[config.mk]
export PLATFORM = sky130hd
export DESIGN_NAME = lsu
export DESIGN_NICKNAME = d
export VERILOG_FILES = /design/src/rtl/lsu.sv
export SDC_FILE = /design/constraint.sdc
export NUM_CORES = 1
export LEC_CHECK = 0
export BUFFER_PORTS_ARGS = -buffer_cell sky130_fd_sc_hd__buf_2
export CORE_MARGIN = 3
export CORE_UTILIZATION = 30
export DETAILED_ROUTE_END_ITERATION = 8
export PLACE_DENSITY = 0.55
export SLEW_MARGIN = 20
export SYNTH_ARGS = -nofsm -noshare
export SYNTH_HDL_FRONTEND = slang
export SYNTH_SLANG_ARGS = --single-unit
export TNS_END_PERCENT = 5
[constraint.sdc]
create_clock -name clk -period 4.1 [get_ports clk]
set_input_delay 0.82 -clock clk [delete_from_list [all_inputs] [get_ports clk]]
set_output_delay 0.82 -clock clk [all_outputs]
set_load 0.1 [all_outputs]
[src/rtl/lsu.sv]
// Load/store unit: turns EX/MEM load/store requests into single-beat data-bus
// transactions, with store lane formatting and load extraction/extension.
module lsu (
    input  logic        clk,
    input  logic        rst_n,
    input  logic        ex2mem_mem_rd,
    input  logic        ex2mem_mem_wr,
    input  logic [31:0] ex2mem_alu_out,
    input  logic [31:0] ex2mem_mem_wdata,
    input  logic [2:0]  ex2mem_funct3,
    output logic [31:0] lsu_rdata,
    output logic        lsu_stall,
    output logic        lsu_load_misaligned,
    output logic        lsu_store_misaligned,
    output logic        bus_req,
    output logic        bus_we,
    output logic [31:0] bus_addr,
    output logic [31:0] bus_wdata,
    output logic [3:0]  bus_be,
    input  logic        bus_ready,
    input  logic        bus_rvalid,
    input  logic [31:0] bus_rdata
);

    typedef enum logic [1:0] {
        ST_IDLE,
        ST_REQ,
        ST_WAIT,
        ST_DONE
    } state_t;

    state_t      state_reg;
    logic        bus_req_reg;
    logic        bus_we_reg;
    logic [31:0] bus_addr_reg;
    logic [31:0] bus_wdata_reg;
    logic [3:0]  bus_be_reg;
    logic [31:0] lsu_rdata_reg;
    logic [2:0]  funct3_reg;
    logic [1:0]  addr_lo_reg;

    // Request decode; a simultaneous read and write is treated as a read.
    logic is_load;
    logic is_store;
    logic load_f3_ok;
    logic store_f3_ok;
    logic is_byte;
    logic is_half;
    logic is_word;
    logic misaligned;
    logic in_idle;
    logic access_ok;

    assign is_load     = ex2mem_mem_rd;
    assign is_store    = ex2mem_mem_wr & ~ex2mem_mem_rd;
    assign load_f3_ok  = (ex2mem_funct3 == 3'd0) || (ex2mem_funct3 == 3'd1) ||
                         (ex2mem_funct3 == 3'd2) || (ex2mem_funct3 == 3'd4) ||
                         (ex2mem_funct3 == 3'd5);
    assign store_f3_ok = (ex2mem_funct3 == 3'd0) || (ex2mem_funct3 == 3'd1) ||
                         (ex2mem_funct3 == 3'd2);
    assign is_byte     = (ex2mem_funct3[1:0] == 2'd0);
    assign is_half     = (ex2mem_funct3[1:0] == 2'd1);
    assign is_word     = (ex2mem_funct3[1:0] == 2'd2);
    assign misaligned  = (is_half & ex2mem_alu_out[0]) |
                         (is_word & (ex2mem_alu_out[1:0] != 2'b00));
    assign in_idle     = (state_reg == ST_IDLE);

    assign access_ok = in_idle & ~misaligned &
                       ((is_load & load_f3_ok) | (is_store & store_f3_ok));

    assign lsu_load_misaligned  = in_idle & is_load  & load_f3_ok  & misaligned;
    assign lsu_store_misaligned = in_idle & is_store & store_f3_ok & misaligned;
    assign lsu_stall            = access_ok | (state_reg == ST_REQ) | (state_reg == ST_WAIT);

    // Store lane formatting: each lane takes its own byte, its half's byte, or byte 0.
    logic [3:0]  st_be;
    logic [31:0] st_wdata;

    generate
        for (genvar gi = 0; gi < 4; gi++) begin : g_lane
            localparam logic [1:0] LANE = 2'(gi);
            assign st_be[gi] = is_word |
                               (is_half & (ex2mem_alu_out[1] == LANE[1])) |
                               (is_byte & (ex2mem_alu_out[1:0] == LANE));
            assign st_wdata[8*gi +: 8] = is_word ? ex2mem_mem_wdata[8*gi +: 8] :
                                         is_half ? ex2mem_mem_wdata[8*(gi%2) +: 8] :
                                                   ex2mem_mem_wdata[7:0];
        end
    endgenerate

    // Load extraction uses the address/width captured at request time.
    logic [7:0]  ld_byte;
    logic [15:0] ld_half;
    logic [31:0] ld_data;

    always_comb begin
        ld_byte = 8'h00;
        case (addr_lo_reg)
            2'd0: ld_byte = bus_rdata[7:0];
            2'd1: ld_byte = bus_rdata[15:8];
            2'd2: ld_byte = bus_rdata[23:16];
            2'd3: ld_byte = bus_rdata[31:24];
            default: ld_byte = 8'h00;
        endcase
    end

    assign ld_half = addr_lo_reg[1] ? bus_rdata[31:16] : bus_rdata[15:0];

    always_comb begin
        ld_data = bus_rdata;
        case (funct3_reg)
            3'd0:    ld_data = {{24{ld_byte[7]}}, ld_byte};
            3'd4:    ld_data = {24'h000000, ld_byte};
            3'd1:    ld_data = {{16{ld_half[15]}}, ld_half};
            3'd5:    ld_data = {16'h0000, ld_half};
            default: ld_data = bus_rdata;
        endcase
    end

    always_ff @(posedge clk or negedge rst_n) begin
        if (!rst_n) begin
            state_reg     <= ST_IDLE;
            bus_req_reg   <= 1'b0;
            bus_we_reg    <= 1'b0;
            bus_addr_reg  <= 32'h0;
            bus_wdata_reg <= 32'h0;
            bus_be_reg    <= 4'h0;
            lsu_rdata_reg <= 32'h0;
            funct3_reg    <= 3'd0;
            addr_lo_reg   <= 2'd0;
        end else begin
            case (state_reg)
                ST_IDLE: begin
                    if (access_ok) begin
                        state_reg     <= ST_REQ;
                        bus_req_reg   <= 1'b1;
                        bus_we_reg    <= is_store;
                        bus_addr_reg  <= {ex2mem_alu_out[31:2], 2'b00};
                        bus_wdata_reg <= st_wdata;
                        bus_be_reg    <= is_store ? st_be : 4'hF;
                        funct3_reg    <= ex2mem_funct3;
                        addr_lo_reg   <= ex2mem_alu_out[1:0];
                    end
                end
                ST_REQ: begin
                    // Any rvalid arriving alongside ready is deliberately not looked at here.
                    if (bus_ready) begin
                        bus_req_reg <= 1'b0;
                        state_reg   <= bus_we_reg ? ST_DONE : ST_WAIT;
                    end
                end
                ST_WAIT: begin
                    if (bus_rvalid) begin
                        lsu_rdata_reg <= ld_data;
                        state_reg     <= ST_DONE;
                    end
                end
                ST_DONE: begin
                    state_reg <= ST_IDLE;
                end
                default: begin
                    state_reg   <= ST_IDLE;
                    bus_req_reg <= 1'b0;
                end
            endcase
        end
    end

    assign bus_req   = bus_req_reg;
    assign bus_we    = bus_we_reg;
    assign bus_addr  = bus_addr_reg;
    assign bus_wdata = bus_wdata_reg;
    assign bus_be    = bus_be_reg;
    assign lsu_rdata = lsu_rdata_reg;

endmodule

==> results of run 1 <==
-- cell type report --
| class | count | area (sq um) |
|---|---|---|
| fill | 1689 | 10020 |
| sequential | 107 | 2678 |
| clock inverter | 7 | 82.58 |
| multi-input combinational | 319 | 2273 |
| timing repair buffer | 214 | 1119 |
| tap | 220 | 275.3 |
| antenna | 1 | 2.502 |
| inverter | 7 | 26.28 |
| clock buffer | 9 | 225.2 |
-- cells in the mapped netlist, types with 7 or more instances --
cell,count
mux2i_1,33
buf_2,12
nor2_1,43
nand2_1,13
a211oi_1,10
mux2_1,29
mux2_2,31
dfrtp_1,107
inv_1,7
nand3b_1,7
nor2b_1,12
o21ai_0,17
clkbuf_1,12
a21oi_1,74
o21a_1,9
-- per-layer routing --
layer / share of wire, % / track usage [%] / up-vias
met3: 10 / 5.221 / 16
li1: - / - / 2039
met4: 1.5 / 5.211 / 2
met2: 47 / 25.80 / 188
met5: 0.068 / 0 / -
met1: 41 / 19.03 / 2056
-- cells in the final DEF (no fill, tap or decap), types with 2 or more instances in the layout --
cell type and instances:
a211o_1 2, a211oi_1 10, a21oi_1 74, a31oi_1 3, and2_1 2, buf_12 2, buf_2 205, buf_4 7
clkbuf_16 9, conb_1 2, dfrtp_1 107, ha_1 4, inv_1 7, inv_8 2, mux2_1 29, mux2_2 31
mux2i_1 33, nand2_1 13, nand3b_1 7, nor2_1 43, nor2b_1 12, o211ai_1 2, o21a_1 9, o21ai_0 17
o21ai_1 4, o21bai_1 2, o22ai_1 2, or3_1 2
-- stage by stage --
| stage | instances | utilization, % |
|---|---|---|
| final | 884 | 40.01 |
| after global routing | 884 | 40.01 |
| after global placement | 867 | 38.15 |
| after floorplan | 466 | - |
| after detailed placement | 867 | 38.15 |
| after CTS | 883 | 39.99 |
-- kinds of logic after synthesis --
group | share of synthesized area (%)
AOI/OAI and AO/OA | 14.49
DFF | 52.04
muxes | 19.55
and+or+nand+nor | 8.779
buffers and inverters | 4.086
adders and majority gates | 0.9728
other | 0.07289
-- worst max-delay path, cell delays in order --
cell,delay (ns)
buf_2,0.38
nor2b_2,0.32
a21oi_1,0.15
nor4b_2,0.25
buf_2,0.47
-- worst max-delay path by stage --
stage / to / depth (start not counted)
6_report: lsu_store_misaligned / 5
5_1_grt: lsu_store_misaligned / 5
4_1_cts: lsu_store_misaligned / 5
3_5_place_dp: lsu_store_misaligned / 5
3_3_place_gp: lsu_store_misaligned / 5
2_1_floorplan: lsu_store_misaligned / 4
==> results_dict.tcl, run 1 <==
set metrics [dict create \
    status "finished, final reports clean" \
    r2r_end "bus_addr[31]" \
    core_area_sq_um 16700 \
    ys.flop_type "dfrtp_1" \
    remaining_drc_errors 0 \
    start_kind "input port" \
    vias 4301 \
    antenna_found_initial 2 \
    r2r_cells 6 \
    cts_buffers 9 \
    fp.dieW_um 137.0 \
    syn-instance-count 465 \
    ant_nets 0 \
    initialDrtViolationCount 181 \
    grt_pass1_vias 4347 \
    cts.clk_slew.worst_paths_ns 0.07 \
    wl_per_cell_um 16.70 \
    startpoint "ex2mem_funct3[0]" \
    endpoint_kind "output pin" \
    ys_top_cells_by_area "dfrtp_1 (52%), a21oi_1 (7.2%), mux2_2 (6.8%)" \
    grt_max_degree 93 \
    fin_crit_ns 3.218 \
    postCtsSetupBuffers 0 \
    hold_viol 0 \
    start_util_pct 30.81 \
    synth_edf_count 0 \
    worstReg2RegStart "state_reg[0]" \
    setup_slack_ns 0.8825 \
    syn_to_final_growth_pct 29.86 \
    grt_setup_unrepaired "false" \
    hp-class "reg2reg" \
    avgViaCountPerCell 4.865 \
    hold_end "bus_addr[14]" \
    nets 767 \
    fmax_mhz 310.8 \
    rrSetupSlack_ns 1.57 \
    io_pins 210 \
    yosys.area.top_type_share_pct 52.04 \
    die_area_sq_um 18760 \
    gp_congestion 0.8146 \
    timing.hold.worst.start "bus_addr[14]" \
    path_class "in2out" \
    yosysSeqAreaShare_pct 52.04 \
    dr.pass1.iters 4 \
    insertion_delay_ns 0.35 \
    clk_path_buf_depth 2 \
    drv_cap 0 \
    worstMarginPinSlew_ns 1.035 \
    slew_headroom_pct 31.00 \
    dpl_cell_area_sq_um 6371 \
    tritoncts "yes" \
    fin_setup_tns_ns 0 \
    setup_viol 0 \
    synth-seq-cells 107 \
    finalInstanceArea_sq_um 6681 \
    path_max_fanout 26 \
    die_h_um 137.0 \
    dpl_worst_slack_ns 0.8949 \
    yosysTopAreaCell "dfrtp_1" \
    cp.required_ns 3.28 \
    totalWireLength_um 14770 \
    htreeDepth 3 \
    ctsResizeCount 0 \
    rows 47 \
    dp_hpwl_um 11030 \
    slew_viol_final 0 \
    gr-total-overflow 0 \
    netlist_area_sq_um 5145 \
    period_share_pct 78.48 \
    grt_pass1_wl_um 22870 \
    cts_hold_buf 0 \
    clock_skew_ns 0.007067 \
    cts.sinks 107 \
    drive_gt1_share_pct 40.57 \
    fin_hold_ws_ns 0.4808 \
    io_buffers 207 \
    synth.distinct_cells 43 \
    grt_use_total_pct 15.57 \
    syn_avg_cell_area_sq_um 11.06 \
    yosys_warnings 0 \
    worstPathArrival_ns 2.40 \
    hold_depth 1 \
    async_flop_share_pct 100.0 \
    cts_root_buf "clkbuf_16" \
]
Power of run 1 is not shown: default switching activity piles up to over one toggle a cycle in this logic, so the estimate is an artifact.
==> run 2: changes to the inputs <==
==> constraint.sdc (replaced) <==
create_clock -name clk -period 3.3 [get_ports clk]
set_input_delay 0.66 -clock clk [delete_from_list [all_inputs] [get_ports clk]]
set_output_delay 0.66 -clock clk [all_outputs]
set_load 0.1 [all_outputs]
==> results_dict.tcl, run 2 (synthesized netlist as in run 1, its figures left out) <==
set metrics [dict create \
    nets 770 \
    r2r_end "lsu_rdata[6]" \
    cts.sinks 107 \
    drive_gt1_share_pct 40.84 \
    gr-total-overflow 0 \
    dpl_cell_area_sq_um 6430 \
    avgViaCountPerCell 4.947 \
    drv_cap 0 \
    worstMarginPinSlew_ns 0.9128 \
    rrSetupSlack_ns 1.15 \
    startpoint "ex2mem_funct3[0]" \
    grt_max_degree 93 \
    endpoint_kind "output pin" \
    cpMaxStageDelayCell "buf_2" \
    insertion_delay_ns 0.36 \
    gp_congestion 0.7947 \
    cts_buffers 9 \
    dr.pass1.iters 5 \
    wl_per_cell_um 16.73 \
    antenna_found_initial 4 \
    grt_setup_unrepaired "false" \
    core_area_sq_um 16700 \
    io_pins 210 \
    cts.clk_slew.worst_paths_ns 0.07 \
    ant_nets 0 \
    fmax_mhz 353.6 \
    crit_chain "buf_2 -> nor2b_2 -> o2bb2ai_2 -> nor3_4 -> or3_1 -> buf_12" \
    clock_skew_ns 0.01138 \
    fin_setup_tns_ns 0 \
    r2r_cells 6 \
    remaining_drc_errors 0 \
    insertedDiodeCount 0 \
    cp-endpoint "lsu_stall" \
    start_util_pct 30.81 \
    slew_viol_final 0 \
    most-common-layout-cells "buf_2 (204), dfrtp_1 (107), a21oi_1 (74), nor2_1 (43), mux2i_1 (33)" \
    period_share_pct 85.71 \
    worstReg2RegStart "funct3_reg[0]" \
    grt_use_total_pct 15.57 \
    postCtsSetupBuffers 0 \
    cts_hold_buf 0 \
    ctsResizeCount 0 \
    grt_pass1_vias 4271 \
    start_kind "input port" \
    fp.dieW_um 137.0 \
    path_max_fanout 26 \
    htreeDepth 3 \
    dp_hpwl_um 11130 \
    io_buffers 207 \
    totalWireLength_um 14820 \
    die_area_sq_um 18760 \
    hold_viol 0 \
    hp-class "in2async" \
    vias 4383 \
    worstPathArrival_ns 2.17 \
    fin_crit_ns 2.828 \
    finalInstanceArea_sq_um 6721 \
    cts_root_buf "clkbuf_16" \
    initialDrtViolationCount 166 \
    slew_headroom_pct 39.02 \
    status "finished, final reports clean" \
    path_class "in2out" \
    syn_to_final_growth_pct 30.64 \
    grt_pass1_wl_um 22650 \
    utilization_pct 40.25 \
    rows 47 \
    layout_commonest_cell "buf_2" \
    setup_viol 0 \
    cp.required_ns 2.64 \
    clk_path_buf_depth 2 \
    die_h_um 137.0 \
    max_stage_delay_ns 0.39 \
    tritoncts "yes" \
]
-- run 2: cell types whose count changed in the layout (fill, tap and decap cells not counted) --
cell / delta
buf_12: +2
buf_4: +2
buf_2: -1
bufinv_16: -1
clkinv_2: -1
clkinv_4: -1
clkinvlp_4: +1
diode_2: -1
inv_6: +1
inv_8: +1
nor4b_2: -1
nor4b_4: +1
-- run 2: cell type report --
type	instances	area (sq um)
clock buffers	9	225.2
clock inverters	7	66.31
fillers	1682	9980
inverters	7	26.28
multi-input cells	319	2282
flip-flops and latches	107	2678
well taps	220	275.3
repair buffers	217	1169
-- run 2: routing by layer --
| metal | vias to the layer above | global-route usage [%] | wire length [um] |
|---|---|---|---|
| li1 | 2045 | - | - |
| met1 | 2106 | 19.22 | 6103 |
| met2 | 200 | 24.80 | 6752 |
| met3 | 24 | 5.809 | 1655 |
| met4 | 8 | 5.876 | 274 |
| met5 | - | 0 | 37 |
-- run 2: worst min-delay path by stage --
| stage | start | end | depth (start not counted) | slack [ns] |
|---|---|---|---|---|
| 6_report | rst_n | lsu_rdata[24] | 1 | 0.34 |
| 5_1_grt | rst_n | lsu_rdata[24] | 1 | 0.39 |
| 4_1_cts | rst_n | lsu_rdata[27] | 1 | 0.35 |
| 3_5_place_dp | bus_addr[20] | bus_addr[20] | 1 | 0.47 |
| 3_3_place_gp | bus_addr[10] | bus_addr[10] | 1 | 0.46 |
| 2_1_floorplan | rst_n | addr_lo_reg[0] | 0 | 0.36 |
-- run 2: stage by stage --
step	hold WS [ns]	instances	setup slack (ns)
finish	0.3402	886	0.4716
detailed placement	0.4695	870	0.4976
CTS	0.3516	886	0.4940
floorplan	0.3644	466	0.1839
global placement	0.4642	870	0.5253
global route	0.3887	886	0.3424
-- run 2: worst max-delay path, delay by kind of cell --
family	cells	cell delay, ns
and+or+nand+nor	3	0.74
buffers and inverters	2	0.57
AOI/OAI and AO/OA	1	0.18
Power of run 2 is left out for the same reason.
==> run 3: changes to the inputs <==
==> constraint.sdc (replaced) <==
create_clock -name clk -period 3.3 [get_ports clk]
set_input_delay 0.33 -clock clk [delete_from_list [all_inputs] [get_ports clk]]
set_output_delay 0.33 -clock clk [all_outputs]
set_load 0.1 [all_outputs]
==> results_dict.tcl, run 3 (synthesized netlist as in run 1, its figures left out) <==
set metrics [dict create \
    fp.dieW_um 137.0 \
    r2r_cells 5 \
    period_share_pct 76.46 \
    fillers 1696 \
    antenna_found_initial 2 \
    worstPathArrival_ns 2.19 \
    hp-class "in2async" \
    slew_viol_final 0 \
    cp.required_ns 2.97 \
    clock_skew_ns 0.005740 \
    totalWireLength_um 14840 \
    grt_pass1_vias 4452 \
    hold_viol 0 \
    fin_setup_tns_ns 0 \
    most-common-layout-cells "buf_2 (205), dfrtp_1 (107), a21oi_1 (74), nor2_1 (43), mux2i_1 (33)" \
    cts.sinks 107 \
    fmax_mhz 396.3 \
    grt_pass1_wl_um 23230 \
    ctsResizeCount 0 \
    avgViaCountPerCell 4.860 \
    wl_met3_um 1507 \
    drv_cap 0 \
    ant_nets 0 \
    dr.pass1.iters 4 \
    dp_hpwl_um 11350 \
    drive_gt1_share_pct 40.69 \
    wl_per_cell_um 16.73 \
    clk_path_buf_depth 2 \
    die_area_sq_um 18760 \
    nets 770 \
    layout_commonest_cell "buf_2" \
    cts_buffers 9 \
    gr-total-overflow 0 \
    endpoint_kind "output pin" \
    path_max_fanout 6 \
    dr.max_layer_used "met5" \
    io_buffers 207 \
    remaining_drc_errors 0 \
    rows 47 \
    io_pins 210 \
    cts_root_buf "clkbuf_16" \
    fin_crit_ns 2.523 \
    postCtsSetupBuffers 0 \
    gp_congestion 0.7845 \
    grt_use_total_pct 15.78 \
    vias 4311 \
    core_area_sq_um 16700 \
    die_h_um 137.0 \
    grt_max_degree 68 \
    cts_hold_buf 0 \
    cts.clk_slew.worst_paths_ns 0.07 \
    path_class "reg2out" \
    setup_viol 0 \
    syn_to_final_growth_pct 30.67 \
    start_util_pct 30.81 \
    initialDrtViolationCount 175 \
    slew_headroom_pct 40.26 \
    insertion_delay_ns 0.35 \
    htreeDepth 3 \
    worstMarginPinSlew_ns 0.8961 \
    grt_setup_unrepaired "false" \
    wl_met1_um 6086 \
    tritoncts "yes" \
    status "finished, final reports clean" \
    met2_length_um 6894 \
    start_kind "flop" \
]
run 3: through the flow:
step / setup WS (ns) / hold slack, ns / cell area (sq um) / utilization (%) / std cells
2_1_floorplan: 0.2703 / 0.03441 / 5155 / - / 466
3_3_place_gp: 1.109 / 0.4629 / 6394 / 38.28 / 870
3_5_place_dp: 1.103 / 0.4691 / 6394 / 38.28 / 870
4_1_cts: 0.7443 / 0.1375 / 6720 / 40.24 / 886
5_1_grt: 0.5992 / 0.1560 / 6723 / 40.25 / 887
6_report: 0.7770 / 0.07353 / 6723 / 40.25 / 887
run 3: cell type report:
| type | instances | area [sq um] | share of cell area, % |
|---|---|---|---|
| sequential | 107 | 2678 | 39.83 |
| inverter | 7 | 26.28 | 0.3908 |
| antenna | 1 | 2.502 | 0.03722 |
| clock buffer | 10 | 229.0 | 3.406 |
| clock inverter | 6 | 97.59 | 1.452 |
| multi-input combinational | 319 | 2273 | 33.82 |
| timing repair buffer | 217 | 1141 | 16.97 |
| tap | 220 | 275.3 | 4.095 |
run 3: per-layer routing:
metal / global-route usage, % / vias up
li1: - / 2031
met1: 18.88 / 2089
met2: 26.05 / 171
met3: 5.699 / 18
met4: 5.876 / 2
met5: 0 / -
run 3: final timing paths:
| kind | from | end | slack, ns |
|---|---|---|---|
| worst max-delay path | state_reg[0] | lsu_store_misaligned | 0.78 |
| worst min register to register | lsu_rdata[7] | lsu_rdata[7] | 0.48 |
| worst min-delay path | rst_n | lsu_rdata[23] | 0.07 |
| min in group clk | ex2mem_alu_out[11] | bus_addr[11] | 0.19 |
| worst max register to register | funct3_reg[0] | lsu_rdata[1] | 1.18 |
| max in group asynchronous | rst_n | lsu_rdata[19] | 2.40 |
run 3: critical path, stage by stage, from the launching register on:
cell and delay [ns]:
dfrtp_1 0.40, inv_1 0.13, ha_1 0.25, nand2_1 0.07, nor2_1 0.28, nor4b_2 0.25
buf_2 0.47
Power of run 3 is left out for the same reason.
